## config.mk

```make
export PLATFORM = sky130hd
export DESIGN_NAME = branch_compare_seq
export DESIGN_NICKNAME = d
export VERILOG_FILES = /design/src/rtl/brcmp_pkg.sv /design/src/rtl/brcmp_slice.sv /design/src/rtl/branch_compare_seq.sv
export SDC_FILE = /design/constraint.sdc
export NUM_CORES = 1
export LEC_CHECK = 0
export CAP_MARGIN = 25
export CORE_ASPECT_RATIO = 1.25
export CORE_MARGIN = 10
export CORE_UTILIZATION = 50
export DETAILED_ROUTE_END_ITERATION = 12
export GPL_ROUTABILITY_DRIVEN = 1
export PLACE_DENSITY_LB_ADDON = 0.15
export REMOVE_ABC_BUFFERS = 1
export SKIP_CTS_REPAIR_TIMING = 1
export SYNTH_ARGS = -nofsm -noshare
export SYNTH_HDL_FRONTEND = slang
export SYNTH_HIERARCHICAL = 1
export SYNTH_SLANG_ARGS = --single-unit
```

## constraint.sdc

```tcl
create_clock -name clk -period 5.6 [get_ports clk]
set_clock_uncertainty 0.05 [all_clocks]
set_input_delay 0.84 -clock clk [delete_from_list [all_inputs] [get_ports clk]]
set_output_delay 0.84 -clock clk [all_outputs]
set_load 0.005 [all_outputs]
```

## src/rtl/brcmp_pkg.sv

```systemverilog
// -----------------------------------------------------------------------------
// brcmp_pkg
// Shared definitions for the sequential branch comparator:
//   - funct3 encodings of the six RISC-V conditional branches
//   - FSM state type of branch_compare_seq
//   - brcmp_map(): folds {funct3, eq, lt} into {taken, illegal}
// -----------------------------------------------------------------------------
package brcmp_pkg;

  localparam logic [2:0] F3_BEQ  = 3'b000;
  localparam logic [2:0] F3_BNE  = 3'b001;
  localparam logic [2:0] F3_BLT  = 3'b100;
  localparam logic [2:0] F3_BGE  = 3'b101;
  localparam logic [2:0] F3_BLTU = 3'b110;
  localparam logic [2:0] F3_BGEU = 3'b111;

  typedef enum logic [1:0] {
    ST_IDLE = 2'd0,
    ST_BUSY = 2'd1,
    ST_DONE = 2'd2
  } brcmp_state_e;

  // Returns {taken, illegal}. The two reserved encodings (010, 011) never
  // take the branch.
  function automatic logic [1:0] brcmp_map(input logic [2:0] f3,
                                           input logic       eq,
                                           input logic       lt);
    logic taken;
    logic illegal;
    taken   = 1'b0;
    illegal = 1'b0;
    case (f3)
      F3_BEQ:           taken = eq;
      F3_BNE:           taken = !eq;
      F3_BLT, F3_BLTU:  taken = lt;
      F3_BGE, F3_BGEU:  taken = !lt;
      default:          illegal = 1'b1;
    endcase
    return {taken, illegal};
  endfunction

endpackage

```

## src/rtl/brcmp_slice.sv

```systemverilog
// -----------------------------------------------------------------------------
// brcmp_slice
// Combinational unsigned compare of one CHUNK-wide operand slice.
// Ports:
//   a, b      in   CHUNK  slice of operand A / B
//   slice_eq  out  1      a == b
//   slice_lt  out  1      a <  b (unsigned)
// -----------------------------------------------------------------------------
module brcmp_slice #(
  parameter int CHUNK = 8
) (
  input  logic [CHUNK-1:0] a,
  input  logic [CHUNK-1:0] b,
  output logic             slice_eq,
  output logic             slice_lt
);

  assign slice_eq = (a == b);
  assign slice_lt = (a < b);

endmodule

```

## src/rtl/branch_compare_seq.sv

```systemverilog
// -----------------------------------------------------------------------------
// branch_compare_seq
// Multi-cycle RV32 branch comparator. Operands are compared CHUNK bits per
// cycle starting at the most significant slice. Signed compares are turned
// into unsigned ones by flipping the sign bit of both operands on capture.
//
// Build option:
//   BRCMP_EARLY_EXIT_EN  defined   -> stop at the first differing slice
//                        undefined -> always walk all slices (fixed latency
//                                     NSLICE+1), first difference remembered
//
// Ports:
//   clk, rst_n           clock (rising edge), async active-low reset
//   flush                synchronous abort back to IDLE, drops pending result
//   in_valid / in_ready  operand handshake (in_ready high only in IDLE)
//   rs1, rs2 [WIDTH]     operands
//   funct3 [3]           branch function
//   out_valid/out_ready  result handshake
//   taken, eq, lt        registered branch result flags
//   illegal              funct3 is a reserved encoding
// -----------------------------------------------------------------------------
module branch_compare_seq
  import brcmp_pkg::*;
#(
  parameter int WIDTH = 32,
  parameter int CHUNK = 8
) (
  input  logic             clk,
  input  logic             rst_n,
  input  logic             flush,
  input  logic             in_valid,
  output logic             in_ready,
  input  logic [WIDTH-1:0] rs1,
  input  logic [WIDTH-1:0] rs2,
  input  logic [2:0]       funct3,
  output logic             out_valid,
  input  logic             out_ready,
  output logic             taken,
  output logic             eq,
  output logic             lt,
  output logic             illegal
);

  localparam int NSLICE = WIDTH / CHUNK;
  localparam int IDX_W  = (NSLICE > 1) ? $clog2(NSLICE) : 1;
  localparam logic [IDX_W-1:0] LAST_IDX = IDX_W'(NSLICE - 1);
  localparam logic [WIDTH-1:0] SIGN_MASK = {1'b1, {(WIDTH-1){1'b0}}};

  brcmp_state_e     state_q, state_d;
  logic [IDX_W-1:0] slice_idx_q, slice_idx_d;
  logic [WIDTH-1:0] a_q, a_d;
  logic [WIDTH-1:0] b_q, b_d;
  logic [2:0]       f3_q, f3_d;
  logic             taken_q, taken_d;
  logic             eq_q, eq_d;
  logic             lt_q, lt_d;
  logic             illegal_q, illegal_d;

`ifndef BRCMP_EARLY_EXIT_EN
  // Full-walk build: remember the first (most significant) differing slice.
  logic found_q, found_d;
  logic found_lt_q, found_lt_d;
`endif

  logic [CHUNK-1:0] a_slice;
  logic [CHUNK-1:0] b_slice;
  logic             slice_eq;
  logic             slice_lt;
  logic             decided;
  logic             res_eq;
  logic             res_lt;
  int               base;

  // Slice mux feeding the single comparator
  always_comb begin
    base    = int'(slice_idx_q) * CHUNK;
    a_slice = a_q[base +: CHUNK];
    b_slice = b_q[base +: CHUNK];
  end

  brcmp_slice #(
    .CHUNK (CHUNK)
  ) u_slice (
    .a        (a_slice),
    .b        (b_slice),
    .slice_eq (slice_eq),
    .slice_lt (slice_lt)
  );

  // Per-cycle decision and the result it would produce
  always_comb begin
`ifdef BRCMP_EARLY_EXIT_EN
    decided = !slice_eq || (slice_idx_q == '0);
    res_eq  = slice_eq;
    res_lt  = slice_lt;
`else
    decided = (slice_idx_q == '0);
    res_eq  = !found_q && slice_eq;
    res_lt  = found_q ? found_lt_q : slice_lt;
`endif
  end

  // Next-state and register updates
  always_comb begin
    state_d     = state_q;
    slice_idx_d = slice_idx_q;
    a_d         = a_q;
    b_d         = b_q;
    f3_d        = f3_q;
    taken_d     = taken_q;
    eq_d        = eq_q;
    lt_d        = lt_q;
    illegal_d   = illegal_q;
`ifndef BRCMP_EARLY_EXIT_EN
    found_d     = found_q;
    found_lt_d  = found_lt_q;
`endif

    if (flush) begin
      state_d = ST_IDLE;
    end else begin
      case (state_q)
        ST_IDLE: begin
          if (in_valid) begin
            state_d     = ST_BUSY;
            // Sign-bit flip makes unsigned slice order equal signed order
            a_d         = funct3[1] ? rs1 : (rs1 ^ SIGN_MASK);
            b_d         = funct3[1] ? rs2 : (rs2 ^ SIGN_MASK);
            f3_d        = funct3;
            slice_idx_d = LAST_IDX;
`ifndef BRCMP_EARLY_EXIT_EN
            found_d     = 1'b0;
            found_lt_d  = 1'b0;
`endif
          end
        end
        ST_BUSY: begin
`ifndef BRCMP_EARLY_EXIT_EN
          if (!found_q && !slice_eq) begin
            found_d    = 1'b1;
            found_lt_d = slice_lt;
          end
`endif
          if (decided) begin
            state_d              = ST_DONE;
            eq_d                 = res_eq;
            lt_d                 = res_lt;
            {taken_d, illegal_d} = brcmp_map(f3_q, res_eq, res_lt);
          end else begin
            slice_idx_d = slice_idx_q - 1'b1;
          end
        end
        ST_DONE: begin
          if (out_ready) begin
            state_d = ST_IDLE;
          end
        end
        default: state_d = ST_IDLE;
      endcase
    end
  end

  // Control and result registers
  always_ff @(posedge clk or negedge rst_n) begin
    if (!rst_n) begin
      state_q     <= ST_IDLE;
      slice_idx_q <= '0;
      taken_q     <= 1'b0;
      eq_q        <= 1'b0;
      lt_q        <= 1'b0;
      illegal_q   <= 1'b0;
`ifndef BRCMP_EARLY_EXIT_EN
      found_q     <= 1'b0;
      found_lt_q  <= 1'b0;
`endif
    end else begin
      state_q     <= state_d;
      slice_idx_q <= slice_idx_d;
      taken_q     <= taken_d;
      eq_q        <= eq_d;
      lt_q        <= lt_d;
      illegal_q   <= illegal_d;
`ifndef BRCMP_EARLY_EXIT_EN
      found_q     <= found_d;
      found_lt_q  <= found_lt_d;
`endif
    end
  end

  // Operand registers: only meaningful after an accept, so no reset
  always_ff @(posedge clk) begin
    a_q  <= a_d;
    b_q  <= b_d;
    f3_q <= f3_d;
  end

  assign in_ready  = (state_q == ST_IDLE);
  assign out_valid = (state_q == ST_DONE);
  assign taken     = taken_q;
  assign eq        = eq_q;
  assign lt        = lt_q;
  assign illegal   = illegal_q;

endmodule
```

==> run_summary.xml <==
<?xml version="1.0" encoding="UTF-8"?>
<metrics>
  <group name="worst_hold_path">
    <metric name="timing.hold.worst.class" unit="">reg -&gt; reg</metric>
  </group>
  <group name="synth">
    <metric name="synth_edf_count" unit="">67</metric>
    <metric name="synthDominantAreaCellType" unit="">sky130_fd_sc_hd__edfxtp_1</metric>
    <metric name="post_synth_inst_count" unit="">164</metric>
    <metric name="synth-simple-area-share" unit="">0.0494</metric>
    <metric name="synth.top_cells.by_area" unit="">sky130_fd_sc_hd__edfxtp_1, sky130_fd_sc_hd__mux4_2, sky130_fd_sc_hd__dfrtp_1, sky130_fd_sc_hd__ha_1, sky130_fd_sc_hd__inv_1</metric>
    <metric name="yosys_register_bits" unit="">77</metric>
    <metric name="synth_area" unit="um2">3120</metric>
    <metric name="muxShareOfSynthArea" unit="">0.119</metric>
    <metric name="post_synth.cell_area_avg" unit="um2">19.0</metric>
    <metric name="synth_compound_gate_area_share" unit="">0.0345</metric>
    <metric name="synth-xor-area-share" unit="">0.0112</metric>
    <metric name="yosysSeqAreaShare" unit="">0.726</metric>
    <metric name="synth_top_cell_area_share" unit="">0.646</metric>
    <metric name="ys.flop_type" unit="">sky130_fd_sc_hd__edfxtp_1</metric>
    <metric name="synth.yosys.warnings" unit="">6</metric>
    <metric name="async_flop_share" unit="">0.130</metric>
    <metric name="main_combinational_cell_family_by_area_after_synthesis" unit="">multiplexers</metric>
    <metric name="synth_cell_type_count" unit="">28</metric>
    <metric name="synth_fa_ha_area_frac" unit="">0.0361</metric>
  </group>
  <group name="cells_and_area">
    <metric name="final_cell_area" unit="um2">4200</metric>
    <metric name="insertedDiodeCount" unit="">0</metric>
    <metric name="area.growth.synth_to_final" unit="%">34.8</metric>
    <metric name="fillers" unit="">415</metric>
    <metric name="layout-drive-gt1-share" unit="">0.153</metric>
    <metric name="finalNetCount" unit="">331</metric>
    <metric name="final-instance-count-excl-fill" unit="">340</metric>
  </group>
  <group name="place">
    <metric name="globalplace.congestion" unit="">0.753</metric>
    <metric name="hpwl" unit="um">4130</metric>
    <metric name="place_area" unit="um2">4000</metric>
    <metric name="port-buffer-count" unit="">77</metric>
    <metric name="post-place-cells" unit="">324</metric>
  </group>
  <group name="timing">
    <metric name="final_min_period_over_clock_period" unit="">0.585</metric>
    <metric name="maxSlewViolCount" unit="">0</metric>
    <metric name="setup_tns" unit="ns">0</metric>
    <metric name="fmax" unit="MHz">305</metric>
    <metric name="min_period" unit="ns">3.27</metric>
    <metric name="worstMarginPinSlew" unit="ns">0.865</metric>
    <metric name="finalHoldViolCount" unit="">0</metric>
    <metric name="setup_viol" unit="">0</metric>
    <metric name="hold-worst-slack" unit="ns">0.431</metric>
    <metric name="grt_setup_unrepaired" unit="">false</metric>
    <metric name="slew_headroom" unit="">0.423</metric>
  </group>
  <group name="floorplanning">
    <metric name="core" unit="um2">6130</metric>
    <metric name="row_count" unit="">32</metric>
    <metric name="floorplan_die_area" unit="um2">9810</metric>
    <metric name="die_h" unit="um">108</metric>
    <metric name="initial_utilization" unit="">0.509</metric>
    <metric name="boundaryPins" unit="">78</metric>
    <metric name="fp.dieW" unit="um">90.6</metric>
  </group>
  <group name="outcome">
    <metric name="outcome" unit="">complete, no violations</metric>
  </group>
  <group name="global_routing">
    <metric name="antenna_found_initial" unit="">0</metric>
    <metric name="grtUsageTotal" unit="">0.120</metric>
    <metric name="first_pass_grt_wire_length" unit="um">9310</metric>
    <metric name="globalRouteOverflowTotal" unit="">0</metric>
    <metric name="maximum_number_of_pins_on_one_net_before_global_route_repair" unit="">71</metric>
    <metric name="via_count_of_the_first_global_routing_pass" unit="">1940</metric>
  </group>
  <group name="critical_path">
    <metric name="required" unit="ns">5.77</metric>
    <metric name="criticalPathCategory" unit="">reg -&gt; reg</metric>
    <metric name="start_kind" unit="">flop</metric>
    <metric name="cp-end-kind" unit="">flop</metric>
    <metric name="arrival" unit="ns">3.45</metric>
    <metric name="crit_path_max_fanout" unit="">13</metric>
  </group>
  <group name="clocking">
    <metric name="clockRootBuffer" unit="">sky130_fd_sc_hd__clkbuf_8</metric>
    <metric name="buffer_levels_on_the_longest_clock_path" unit="">2</metric>
    <metric name="clkLatencyLatePin" unit="ns">0.35</metric>
    <metric name="tritoncts" unit="">built</metric>
    <metric name="clkSinkCount" unit="">77</metric>
    <metric name="cts_inserted_buffers" unit="">9</metric>
    <metric name="cts_max_level" unit="">3</metric>
    <metric name="cts.clk_slew.worst_paths" unit="ns">0.08</metric>
  </group>
  <group name="pwr">
    <metric name="worst_ir_drop_vdd" unit="uV">249</metric>
    <metric name="static-leakage-power" unit="nW">1.51</metric>
    <metric name="pwr_density_cell" unit="nW/um2">369</metric>
  </group>
  <group name="detailed_routing">
    <metric name="drt_first_pass_iters" unit="">4</metric>
    <metric name="viasPerCell" unit="">4.99</metric>
    <metric name="postRouteAntennaNets" unit="">0</metric>
    <metric name="drt_iter0_drc" unit="">87</metric>
    <metric name="wl" unit="um">5540</metric>
    <metric name="dr_total_vias" unit="">1697</metric>
    <metric name="post_drt_wl_per_cell" unit="um">16.3</metric>
    <metric name="detail_route.drc_violations" unit="">0</metric>
  </group>
  <group name="run">
    <metric name="maxCapViolCount" unit="">0</metric>
  </group>
</metrics>
==> cells by family (layout without fill, tap and decap cells) <==
logic type               count (synthesis)  in the layout
adder cells (fa/ha/maj)                  9              9
XOR/XNOR                                 4              4
AND/OR/NAND/NOR                         24             24
buffers and inverters                   17            108
flip-flops                              77             77
AO/OA/AOI/OAI                           16             16
multiplexers                            17             17
==> cells in the final DEF (no fill, tap or decap), drive strengths merged <==
cell type	Yosys	routed
mux4	16	16
edfxtp	67	67
nor4b	1	1
clkinvlp	0	1
clkbuf	0	9
o41ai	1	1
a221oi	1	1
a21oi	6	6
a21o	1	1
clkinv	0	3
or3b	1	1
ha	9	9
nand3	1	1
nand2b	2	2
bufinv	0	1
nor2	7	7
o211ai	1	1
o21ai	5	5
clkdlybuf4s50	0	77
a2111oi	1	1
dfrtp	10	10
nor2b	1	1
buf	4	2
nand2	6	6
xnor2	4	4
nor3	3	3
inv	13	15
mux2i	1	1
nand4	2	2
==> Yosys cell counts (all sizes together) (2+ instances only) <==
cell	number
a21oi	6
buf	4
dfrtp	10
edfxtp	67
ha	9
inv	13
mux4	16
nand2	6
nand2b	2
nand4	2
nor2	7
nor3	3
o21ai	5
xnor2	4
==> final timing paths <==
check | start | end | slack, ns | cells past startpoint
worst max register to register | slice_idx_q[0]$_DFFE_PN0P_ | taken$_DFFE_PN0P_ | 2.33 | 11
worst min-delay path | lt$_DFFE_PN0P_ | lt$_DFFE_PN0P_ | 0.43 | 2
worst min register to register | lt$_DFFE_PN0P_ | lt$_DFFE_PN0P_ | 0.43 | 2
min in group asynchronous | rst_n | illegal$_DFFE_PN0P_ | 0.76 | 1
max in group asynchronous | rst_n | state_q[0]$_DFFE_PN0P_ | 4.43 | 1
worst max-delay path | slice_idx_q[0]$_DFFE_PN0P_ | taken$_DFFE_PN0P_ | 2.33 | 11
==> critical path, stage by stage (launching register included) <==
cell                        delay, ns
sky130_fd_sc_hd__dfrtp_1         0.65
sky130_fd_sc_hd__buf_16          0.22
sky130_fd_sc_hd__mux4_2          0.51
sky130_fd_sc_hd__ha_1            0.32
sky130_fd_sc_hd__nor2b_1         0.14
sky130_fd_sc_hd__o211ai_2        0.12
sky130_fd_sc_hd__a21oi_1         0.10
sky130_fd_sc_hd__a2111oi_2       0.38
sky130_fd_sc_hd__mux2i_1         0.17
sky130_fd_sc_hd__xnor2_1         0.15
sky130_fd_sc_hd__a221oi_1        0.29
sky130_fd_sc_hd__a21oi_1         0.06
==> where the power goes <==
part	switching [mW]	internal [mW]
logic	0.158	0.249
clock network	0.202	0.207
registers	0.0500	0.682
==> flip-flops by register name, indices dropped and copies added, names as in the netlist <==
name,cells
b_q,32
found_lt_q,1
lt,1
state_q,2
taken,1
illegal,1
eq,1
f3_q,3
found_q,1
slice_idx_q,2
a_q,32
==> metrics by stage <==
stage	worst slack, ns	power, mW	utilization
final	2.33	1.55	0.685
after global placement	2.01	1.13	0.649
after detailed placement	2.28	1.16	0.653
after global routing	2.02	1.65	0.685
after CTS	2.27	1.57	0.685
after floorplan	1.87	1.00	-
==> cell type report <==
cell class	instances	area, um2	share of cell area
Tap cell	85	106	0.0253
Sequential cell	77	2260	0.539
Clock buffer	9	124	0.0295
Timing Repair Buffer	79	806	0.192
Clock inverter	7	72.6	0.0173
Multi-Input combinational cell	70	779	0.186
Inverter	13	48.8	0.0116
==> layer usage <==
layer | vias up | global-route usage | wire (um)
met5 | - | 0 | 0
met3 | 10 | 0.0583 | 432
met1 | 815 | 0.134 | 2200
met2 | 57 | 0.197 | 2830
li1 | 815 | - | -
met4 | 0 | 0.0467 | 88
Power figures use the tool's default switching activity.
